==> src/rtl/regfile_wb_unit_pkg.sv <==
// Shared types and constants for the register-file writeback unit.
package regfile_wb_unit_pkg;

  typedef enum logic {
    SRC_LSU = 1'b0,
    SRC_EXU = 1'b1
  } src_e;

  localparam int unsigned DEF_ADDR_WIDTH = 5;
  localparam int unsigned DEF_DATA_WIDTH = 32;
  localparam int unsigned REG_ZERO       = 0;

endpackage

==> src/rtl/regfile_scoreboard.sv <==
// Busy-bit scoreboard: tracks registers with writes in flight, answers hazard queries,
// keeps a registered popcount and a sticky error for unexpected writebacks.
module regfile_scoreboard
  import regfile_wb_unit_pkg::*;
#(
  parameter int unsigned ADDR_WIDTH = DEF_ADDR_WIDTH
) (
  input  logic                  clock,
  input  logic                  reset,
  input  logic                  set_valid,
  input  logic [ADDR_WIDTH-1:0] set_addr,
  input  logic                  clr_valid,
  input  logic [ADDR_WIDTH-1:0] clr_addr,
  input  logic [ADDR_WIDTH-1:0] issue_addr,
  input  logic [ADDR_WIDTH-1:0] q1_addr,
  input  logic [ADDR_WIDTH-1:0] q2_addr,
  output logic                  issue_busy,
  output logic                  q1_busy,
  output logic                  q2_busy,
  output logic [ADDR_WIDTH:0]   busy_count,
  output logic                  wb_err
);

  localparam int unsigned NumRegs = 2 ** ADDR_WIDTH;

  logic [NumRegs-1:0] busy_q, busy_d;
  logic [ADDR_WIDTH:0] count_q, count_d;
  logic                wb_err_q, wb_err_d;

  assign issue_busy = busy_q[issue_addr];
  assign q1_busy    = busy_q[q1_addr];
  assign q2_busy    = busy_q[q2_addr];
  assign busy_count = count_q;
  assign wb_err     = wb_err_q;

  always_comb begin
    busy_d   = busy_q;
    wb_err_d = wb_err_q;
    if (clr_valid) begin
      busy_d[clr_addr] = 1'b0;
      if (clr_addr != ADDR_WIDTH'(REG_ZERO) && !busy_q[clr_addr]) begin
        wb_err_d = 1'b1;
      end
    end
    if (set_valid && set_addr != ADDR_WIDTH'(REG_ZERO)) begin
      busy_d[set_addr] = 1'b1;
    end
    busy_d[REG_ZERO] = 1'b0;
  end

  always_comb begin
    count_d = '0;
    for (int unsigned i = 0; i < NumRegs; i++) begin
      count_d = count_d + (ADDR_WIDTH + 1)'(busy_d[i]);
    end
  end

  always_ff @(posedge clock) begin
    if (reset) begin
      busy_q   <= '0;
      count_q  <= '0;
      wb_err_q <= 1'b0;
    end else begin
      busy_q   <= busy_d;
      count_q  <= count_d;
      wb_err_q <= wb_err_d;
    end
  end

endmodule

==> src/rtl/regfile_wb_unit.sv <==
// Writeback front end: round-robin arbitration of EXU/LSU results onto the single
// register-file write port, plus the in-flight write scoreboard.
module regfile_wb_unit
  import regfile_wb_unit_pkg::*;
#(
  parameter int unsigned ADDR_WIDTH = DEF_ADDR_WIDTH,
  parameter int unsigned DATA_WIDTH = DEF_DATA_WIDTH
) (
  input  logic                  clock,
  input  logic                  reset,
  input  logic                  issue_valid,
  input  logic [ADDR_WIDTH-1:0] issue_rd,
  output logic                  issue_ready,
  input  logic                  exu_valid,
  input  logic [ADDR_WIDTH-1:0] exu_rd,
  input  logic [DATA_WIDTH-1:0] exu_data,
  output logic                  exu_ready,
  input  logic                  lsu_valid,
  input  logic [ADDR_WIDTH-1:0] lsu_rd,
  input  logic [DATA_WIDTH-1:0] lsu_data,
  output logic                  lsu_ready,
  output logic                  rf_wen,
  output logic [ADDR_WIDTH-1:0] rf_waddr,
  output logic [DATA_WIDTH-1:0] rf_wdata,
  input  logic [ADDR_WIDTH-1:0] rs1_addr,
  input  logic [ADDR_WIDTH-1:0] rs2_addr,
  output logic                  rs1_busy,
  output logic                  rs2_busy,
  output logic [ADDR_WIDTH:0]   busy_count,
  output logic                  wb_err
);

  src_e                  rr_q, rr_d;
  logic                  rf_wen_q, rf_wen_d;
  logic [ADDR_WIDTH-1:0] rf_waddr_q, rf_waddr_d;
  logic [DATA_WIDTH-1:0] rf_wdata_q, rf_wdata_d;
  logic                  grant_exu, grant_lsu, issue_busy;

  always_comb begin
    grant_exu = exu_valid && (!lsu_valid || rr_q == SRC_EXU);
    grant_lsu = lsu_valid && !grant_exu;
    rr_d      = rr_q;
    // Pointer only moves on contended grants.
    if (exu_valid && lsu_valid) begin
      rr_d = grant_exu ? SRC_LSU : SRC_EXU;
    end
  end

  assign exu_ready = grant_exu;
  assign lsu_ready = grant_lsu;

  always_comb begin
    rf_wen_d   = 1'b0;
    rf_waddr_d = rf_waddr_q;
    rf_wdata_d = rf_wdata_q;
    if (grant_exu) begin
      rf_wen_d   = exu_rd != ADDR_WIDTH'(REG_ZERO);
      rf_waddr_d = exu_rd;
      rf_wdata_d = exu_data;
    end else if (grant_lsu) begin
      rf_wen_d   = lsu_rd != ADDR_WIDTH'(REG_ZERO);
      rf_waddr_d = lsu_rd;
      rf_wdata_d = lsu_data;
    end
  end

  always_ff @(posedge clock) begin
    if (reset) begin
      rr_q       <= SRC_LSU;
      rf_wen_q   <= 1'b0;
      rf_waddr_q <= '0;
      rf_wdata_q <= '0;
    end else begin
      rr_q       <= rr_d;
      rf_wen_q   <= rf_wen_d;
      rf_waddr_q <= rf_waddr_d;
      rf_wdata_q <= rf_wdata_d;
    end
  end

  assign rf_wen      = rf_wen_q;
  assign rf_waddr    = rf_waddr_q;
  assign rf_wdata    = rf_wdata_q;
  assign issue_ready = !issue_busy;

  regfile_scoreboard #(
    .ADDR_WIDTH(ADDR_WIDTH)
  ) u_scoreboard (
    .clock     (clock),
    .reset     (reset),
    .set_valid (issue_valid && issue_ready),
    .set_addr  (issue_rd),
    .clr_valid (rf_wen_q),
    .clr_addr  (rf_waddr_q),
    .issue_addr(issue_rd),
    .q1_addr   (rs1_addr),
    .q2_addr   (rs2_addr),
    .issue_busy(issue_busy),
    .q1_busy   (rs1_busy),
    .q2_busy   (rs2_busy),
    .busy_count(busy_count),
    .wb_err    (wb_err)
  );

endmodule

==> config.mk <==
export PLATFORM = sky130hd
export DESIGN_NAME = regfile_wb_unit
export DESIGN_NICKNAME = d
export VERILOG_FILES = /design/src/rtl/regfile_wb_unit_pkg.sv /design/src/rtl/regfile_scoreboard.sv /design/src/rtl/regfile_wb_unit.sv
export SDC_FILE = /design/constraint.sdc
export NUM_CORES = 1
export LEC_CHECK = 0
export CAP_MARGIN = 20
export CELL_PAD_IN_SITES_DETAIL_PLACEMENT = 0
export CELL_PAD_IN_SITES_GLOBAL_PLACEMENT = 1
export CORE_ASPECT_RATIO = 1.2
export CORE_MARGIN = 8
export CORE_UTILIZATION = 37
export CTS_CLUSTER_DIAMETER = 150
export CTS_CLUSTER_SIZE = 24
export DETAILED_ROUTE_END_ITERATION = 10
export PLACE_DENSITY = 0.78
export REMOVE_ABC_BUFFERS = 1
export SETUP_SLACK_MARGIN = 0.15
export SYNTH_ARGS = -nofsm -noshare
export SYNTH_HDL_FRONTEND = slang
export SYNTH_HIERARCHICAL = 1
export SYNTH_SLANG_ARGS = --single-unit
==> constraint.sdc <==
create_clock -name clock -period 9.2 [get_ports clock]
set_input_delay 1.84 -clock clock [delete_from_list [all_inputs] [get_ports clock]]
set_output_delay 1.84 -clock clock [all_outputs]
set_load 0.01 [all_outputs]
==> impl_metrics.tcl, run 1 <==
set metrics [dict create \
    timing_hold_violations_final 0 \
    synth_cell_type_count 48 \
    clk_pin_slew_ps 60 \
    yosysTopAreaCell "dfxtp_1" \
    first_pass_iters 7 \
    cts.sinks 77 \
    ys_seq_area_frac 0.2782 \
    clockBufferDepth 2 \
    syn_area_um2 5542 \
    worstSetupPathType "input pin to flip-flop" \
    ys_async_sr_fraction 0 \
    ys.flop_type "dfxtp_1" \
    vias 5184 \
    place_ws_ps -68.29 \
    synth_compound_area_frac 0.2262 \
    die_h_um 150.1 \
    critPathRequiredTime_ps 9390 \
    hpwl_mm 13.76 \
    hold_depth 2 \
    numCtsBuffers 9 \
    crit_arrival_ps 9060 \
    drt-wirelength-per-cell_um 20.53 \
    power.leakage_uw 0.002913 \
    design_area_um2 7362 \
    reg2reg_depth 23 \
    drc 0 \
    synth_top_family_by_area "compound AO/OA/AOI/OAI gates" \
    muxShareOfSynthArea 0.1199 \
    layout_setup_ws_ps 325.8 \
    fmax_ghz 0.1127 \
    antenna_cells 0 \
    die_w_um 127.7 \
    cp_max_fo 16 \
    num_rows 49 \
    final_util 0.4962 \
    synth_fa_ha_area_frac 0.09889 \
    synth_edf_count 0 \
    die-area_um2 19170 \
    grt.overflow.total 0 \
    cts_root_buf "clkbuf_16" \
    pin_count 144 \
    rsz0062_at_grt "false" \
    synth_simple_gate_area_frac 0.1806 \
    gp_congestion 0.8846 \
    min-delay-start "u_scoreboard/wb_err" \
    synth-seq-cells 77 \
    tightest_slew_ps 907.8 \
    drv_slew 0 \
    drive_gt1_frac 0.1217 \
    clk_latency_ps 340 \
    rrSetupSlack_ps 2130 \
    antenna_left 0 \
    power.density_nw_per_um2 135.3 \
    final-setup-viol-count 0 \
    reg2reg_from "u_scoreboard/busy_q[10]" \
    hp-class "flip-flop to flip-flop" \
    crit_path_start "issue_rd[1]" \
    h-tree-depth 3 \
    r2r-end "u_scoreboard/busy_count[4]" \
    portBuffers 143 \
    drt-total-wl_mm 18.86 \
    drtIter0Drc 346 \
    ys_top_cells_by_area "dfxtp_1, fa_1, mux4_2" \
    fin_skew_ps 6.896 \
    synthCells 593 \
    period_share 0.9646 \
    grt_usage 0.1976 \
    end_kind "flip-flop" \
    synth_top_area_share 0.2782 \
    viasPerCell 5.641 \
    syn_area_per_cell_um2 9.345 \
    min_period_ps 8874 \
    dpl_cell_area_um2 7039 \
    grt_pass1_wl_mm 29.72 \
    syn_to_final_growth_pct 32.85 \
    fin_nets 835 \
    cts_setup_buffers 0 \
    peakVddDrop_mv 0.09806 \
    status "completed" \
    slew_headroom 0.3935 \
    holdWs_ps 490.5 \
    coreArea_um2 14840 \
    total_power_uw 995.9 \
    antenna_found_initial 0 \
    maxCapViolCount 0 \
    cts_tree "built" \
    worst_hold_path.endpoint "u_scoreboard/wb_err" \
    initial_core_util 0.3735 \
    ys_warn_count 6 \
    worst_setup_path_start_kind "input pin" \
    synth_xor_area_frac 0.004741 \
    grt_pass1_vias 5442 \
    grt_start_max_net_pins 78 \
]
## stage by stage
step,setup TNS (ps),std cells
5_1_grt,0,919
3_5_place_dp,-68.29,904
4_1_cts,0,919
3_3_place_gp,0,904
6_report,0,919
2_1_floorplan,0,545
## final cells by class
| cell class | instances | area, um^2 |
|---|---|---|
| clock buffer | 11 | 242.7 |
| clock inverter | 4 | 72.57 |
| fill | 1438 | 7475 |
| inverter | 63 | 236.5 |
| multi-input combinational | 405 | 3498 |
| sequential | 77 | 1541 |
| tap | 204 | 255.2 |
| timing repair buffer | 155 | 1515 |
## kinds of logic after synthesis
kind of cell / Yosys count
buffers and inverters: 111
xor gates and xnor gates: 3
DFF: 77
and+or+nand+nor: 184
AOI/OAI and AO/OA: 140
adders and majority gates: 30
muxes: 48
## worst max-delay path, cell delays in order
cell and delay (ps):
clkdlybuf4s50_1 600, buf_6 210, and2b_1 210, a2111oi_1 370
nor4b_1 110, or4_1 460, nor2b_2 200, nor3b_1 220
buf_4 200, a22oi_1 130, fa_1 560, inv_1 50
fa_1 470, inv_1 50, fa_1 470, inv_1 50
fa_1 490, fa_1 540, fa_1 420, fa_1 410
fa_1 420, a21o_1 200, a21oi_1 170, xor2_1 160
nor2_1 50
## synth_stat cells (all sizes together) (18+ instances only)
master,count
clkbuf,26
a211oi,37
a22oi,18
dfxtp,77
inv,63
nand2,42
mux2i,18
buf,22
nor2b,46
fa,23
a221oi,37
nor2,25
## registers in the layout (all words and copies together) (netlist names)
register	count
rf_wen	1
u_scoreboard/busy_q	31
u_scoreboard/wb_err	1
rf_wdata	32
u_scoreboard/busy_count	6
rr_q	1
rf_waddr	5
## cells in the final DEF, fill, tap and decap left out, types with 3 or more instances in the layout
master / n
o221ai_1: 3
o22ai_1: 3
nor3_1: 9
nand3_1: 10
a21oi_1: 9
a22oi_1: 18
or4_1: 5
nor3b_1: 11
fa_1: 23
dfxtp_1: 77
nand2_1: 42
mux2_2: 17
and2_1: 14
buf_4: 11
mux2i_1: 18
ha_1: 7
a211oi_1: 17
nand2b_1: 7
a211oi_2: 20
nor2b_1: 45
and3b_1: 4
and3_1: 4
nor4b_1: 3
inv_1: 63
a221oi_2: 7
clkdlybuf4s50_1: 141
a221oi_1: 30
nor2_1: 25
a2111oi_0: 5
mux4_2: 13
clkbuf_16: 9
a22o_1: 15
and2b_1: 3
## how the worst max path moves through the flow
stage | end | depth (start not counted)
6_report | u_scoreboard/busy_count[4] | 25
5_1_grt | u_scoreboard/busy_count[4] | 24
4_1_cts | u_scoreboard/busy_count[4] | 25
3_5_place_dp | u_scoreboard/busy_count[4] | 25
3_3_place_gp | u_scoreboard/busy_count[4] | 25
2_1_floorplan | u_scoreboard/busy_count[4] | 22
## layer usage
layer	GRT usage	wire, um
met5	0	0
met4	0.08696	642
met3	0.08128	2119
met2	0.3110	8450
met1	0.2316	7652
## timing repair
| action | 4_1_cts | 5_1_grt |
|---|---|---|
| hold endpoints to repair | 0 | 0 |
| hold buffers | 0 | 0 |
| setup endpoints to repair | 0 | 1 |
| resized for setup | 0 | 3 |
## power by group
group | total [uW] | switching (uW) | internal (uW)
clock | 386 | 143 | 243
sequential | 372 | 18.8 | 353
combinational | 238 | 112 | 126
Note: power is estimated with default switching activity, not from simulation.
==> inputs of run 2 (changes only) <==
--- a/config.mk
+++ b/config.mk
@@ -17,6 +17,7 @@
 export PLACE_DENSITY = 0.78
 export REMOVE_ABC_BUFFERS = 1
 export SETUP_SLACK_MARGIN = 0.15
+export SLEW_MARGIN = 5
 export SYNTH_ARGS = -nofsm -noshare
 export SYNTH_HDL_FRONTEND = slang
 export SYNTH_HIERARCHICAL = 1
==> results of run 2 <==
Same layout as run 1: the final DEF is identical, and so are final timing and power.
==> inputs of run 3 (changes only) <==
--- a/config.mk
+++ b/config.mk
@@ -17,7 +17,7 @@
 export PLACE_DENSITY = 0.78
 export REMOVE_ABC_BUFFERS = 1
 export SETUP_SLACK_MARGIN = 0.15
-export SLEW_MARGIN = 5
+export SLEW_MARGIN = 20
 export SYNTH_ARGS = -nofsm -noshare
 export SYNTH_HDL_FRONTEND = slang
 export SYNTH_HIERARCHICAL = 1
==> constraint.sdc (replaced) <==
create_clock -name clock -period 8.26 [get_ports clock]
set_input_delay 1.652 -clock clock [delete_from_list [all_inputs] [get_ports clock]]
set_output_delay 1.652 -clock clock [all_outputs]
set_load 0.01 [all_outputs]
==> run 3 against run 2 <==
Die area did not move. Combinational power is 18% higher. Non-clock buffer count up 37. Worst hold slack worse by 4.0 ps. Total power rose by 8.2%. Wire length increased by 3.8%. Final cell count up 4.1%. Core utilization up 2.5 points. Via count grew 3.1%. Cell area rose by 5.0%. Setup slack gained 12 ps. Critical path type unchanged.
==> impl_metrics.tcl, run 3 (synthesis results as in run 1) <==
set metrics [dict create \
    status "completed" \
    crit_top_cell "fa_1" \
    drt-total-wl_mm 19.57 \
    total_power_uw 1077 \
    critPathRequiredTime_ps 8460 \
    num_rows 49 \
    cp_max_fo 6 \
    worst_setup_path_start_kind "input pin" \
    clockBufferDepth 2 \
    die_h_um 150.1 \
    numCtsBuffers 9 \
    coreArea_um2 14840 \
    critPathSlowestCell "fa_1" \
    cts.sinks 77 \
    p_switching_uw 312.6 \
    seq_power_share 0.385 \
    antenna_left 0 \
    initial_core_util 0.3735 \
    h-tree-depth 3 \
    drv_slew 0 \
    power.leakage_uw 0.003113 \
    reg2reg_depth 25 \
    grt_start_max_net_pins 77 \
    max_stage_delay_ps 590 \
    drc 0 \
    cts_root_buf "clkbuf_16" \
    switching_share 0.2901 \
    peakVddDrop_mv 0.09175 \
    grt_usage 0.2025 \
    drt-wirelength-per-cell_um 20.45 \
    r2r-end "u_scoreboard/busy_count[4]" \
    crit_arrival_ps 8120 \
    pin_count 144 \
    min_period_ps 7922 \
    p_int_uw 764.8 \
    clk_latency_ps 340 \
    antenna_cells 0 \
    grt_pass1_vias 5446 \
    hp-class "flip-flop to flip-flop" \
    antenna_found_initial 0 \
    final-setup-viol-count 0 \
    period_share 0.9591 \
    portBuffers 143 \
    fin_skew_ps 10.58 \
    drive_gt1_frac 0.1873 \
    fin_nets 872 \
    clk_pin_slew_ps 60 \
    rsz0062_at_grt "true" \
    tightest_slew_ps 1020 \
    slew_headroom 0.3200 \
    holdWs_ps 486.5 \
    vias 5344 \
    first_pass_iters 5 \
    fmax_ghz 0.1262 \
    grt_pass1_wl_mm 30.17 \
    final_cell_mix "clkdlybuf4s50_1, dfxtp_1, inv_1" \
    rrSetupSlack_ps 1340 \
    viasPerCell 5.584 \
    comb_power_share 0.261 \
    worstSetupPathType "input pin to flip-flop" \
    drtIter0Drc 291 \
    die_w_um 127.7 \
    largest_reg_flops 32 \
    timing_hold_violations_final 0 \
    syn_to_final_growth_pct 39.51 \
    final_common_cell "clkdlybuf4s50_1" \
    end_kind "flip-flop" \
    power.density_nw_per_um2 139.4 \
    maxCapViolCount 0 \
    crit_path_start "issue_rd[1]" \
    cts_tree "built" \
    gp_congestion 0.9303 \
    hpwl_mm 14.28 \
    grt.overflow.total 0 \
    clockPowerShare 0.354 \
    die-area_um2 19170 \
    crit_end "u_scoreboard/busy_count[4]" \
    reg2reg_from "u_scoreboard/busy_q[8]" \
]
==> run 3: how the worst min path moves through the flow <==
stage / start / endpoint / slack [ps] / depth (start not counted)
2_1_floorplan: u_scoreboard/wb_err / u_scoreboard/wb_err / 480 / 2
3_3_place_gp: u_scoreboard/wb_err / u_scoreboard/wb_err / 460 / 2
3_5_place_dp: u_scoreboard/wb_err / u_scoreboard/wb_err / 470 / 2
4_1_cts: u_scoreboard/wb_err / u_scoreboard/wb_err / 480 / 2
5_1_grt: u_scoreboard/wb_err / u_scoreboard/wb_err / 500 / 2
6_report: u_scoreboard/wb_err / u_scoreboard/wb_err / 490 / 2
==> run 3: routing by layer <==
metal	GRT usage	up-vias	share of wire
li1	-	2455	-
met1	0.2343	2580	0.40
met2	0.3200	255	0.46
met3	0.07201	54	0.094
met4	0.1132	0	0.043
met5	0	-	0
==> run 3: cell type report <==
class                           count  area, um^2
Clock inverter                      4       22.52
Fill cell                        1431        7106
Clock buffer                       12       256.5
Timing Repair Buffer              192        1857
Sequential cell                    77        1541
Inverter                           63       236.5
Multi-Input combinational cell    405        3562
Tap cell                          204       255.2
==> run 3: power by group through the flow <==
| stage | clock [uW] | combinational, uW | sequential, uW |
|---|---|---|---|
| floorplan | 0 | 109 | 425 |
| global placement | 0 | 265 | 421 |
| detailed placement | 0 | 268 | 422 |
| CTS | 388 | 273 | 415 |
| global route | 404 | 304 | 417 |
| finish | 381 | 281 | 415 |
==> run 3: what timing repair did <==
item                       4_1_cts  5_1_grt
pin swaps                        4       18
setup buffers                    5        8
cloned                           0        1
setup endpoints to repair        5        4
resized for setup               14       29
hold buffers                     0        0
==> run 3: metrics by stage <==
step	TNS [ps]	instances	setup WS (ps)	area, um^2	util
2_1_floorplan	0	545	41.34	5271	-
3_3_place_gp	-2107	927	-672.4	7212	0.4861
3_5_place_dp	-2580	927	-789.6	7212	0.4861
4_1_cts	0	948	165.7	7559	0.5094
5_1_grt	0	957	111.3	7731	0.5211
6_report	0	957	337.8	7731	0.5211
==> run 3: worst max-delay path, delay by kind of cell <==
family / cells / cell delay (ps)
buffers and inverters: 5 / 510
xor gates and xnor gates: 1 / 140
and+or+nand+nor: 6 / 970
muxes: 2 / 650
adders and majority gates: 8 / 3830
AOI/OAI and AO/OA: 3 / 380
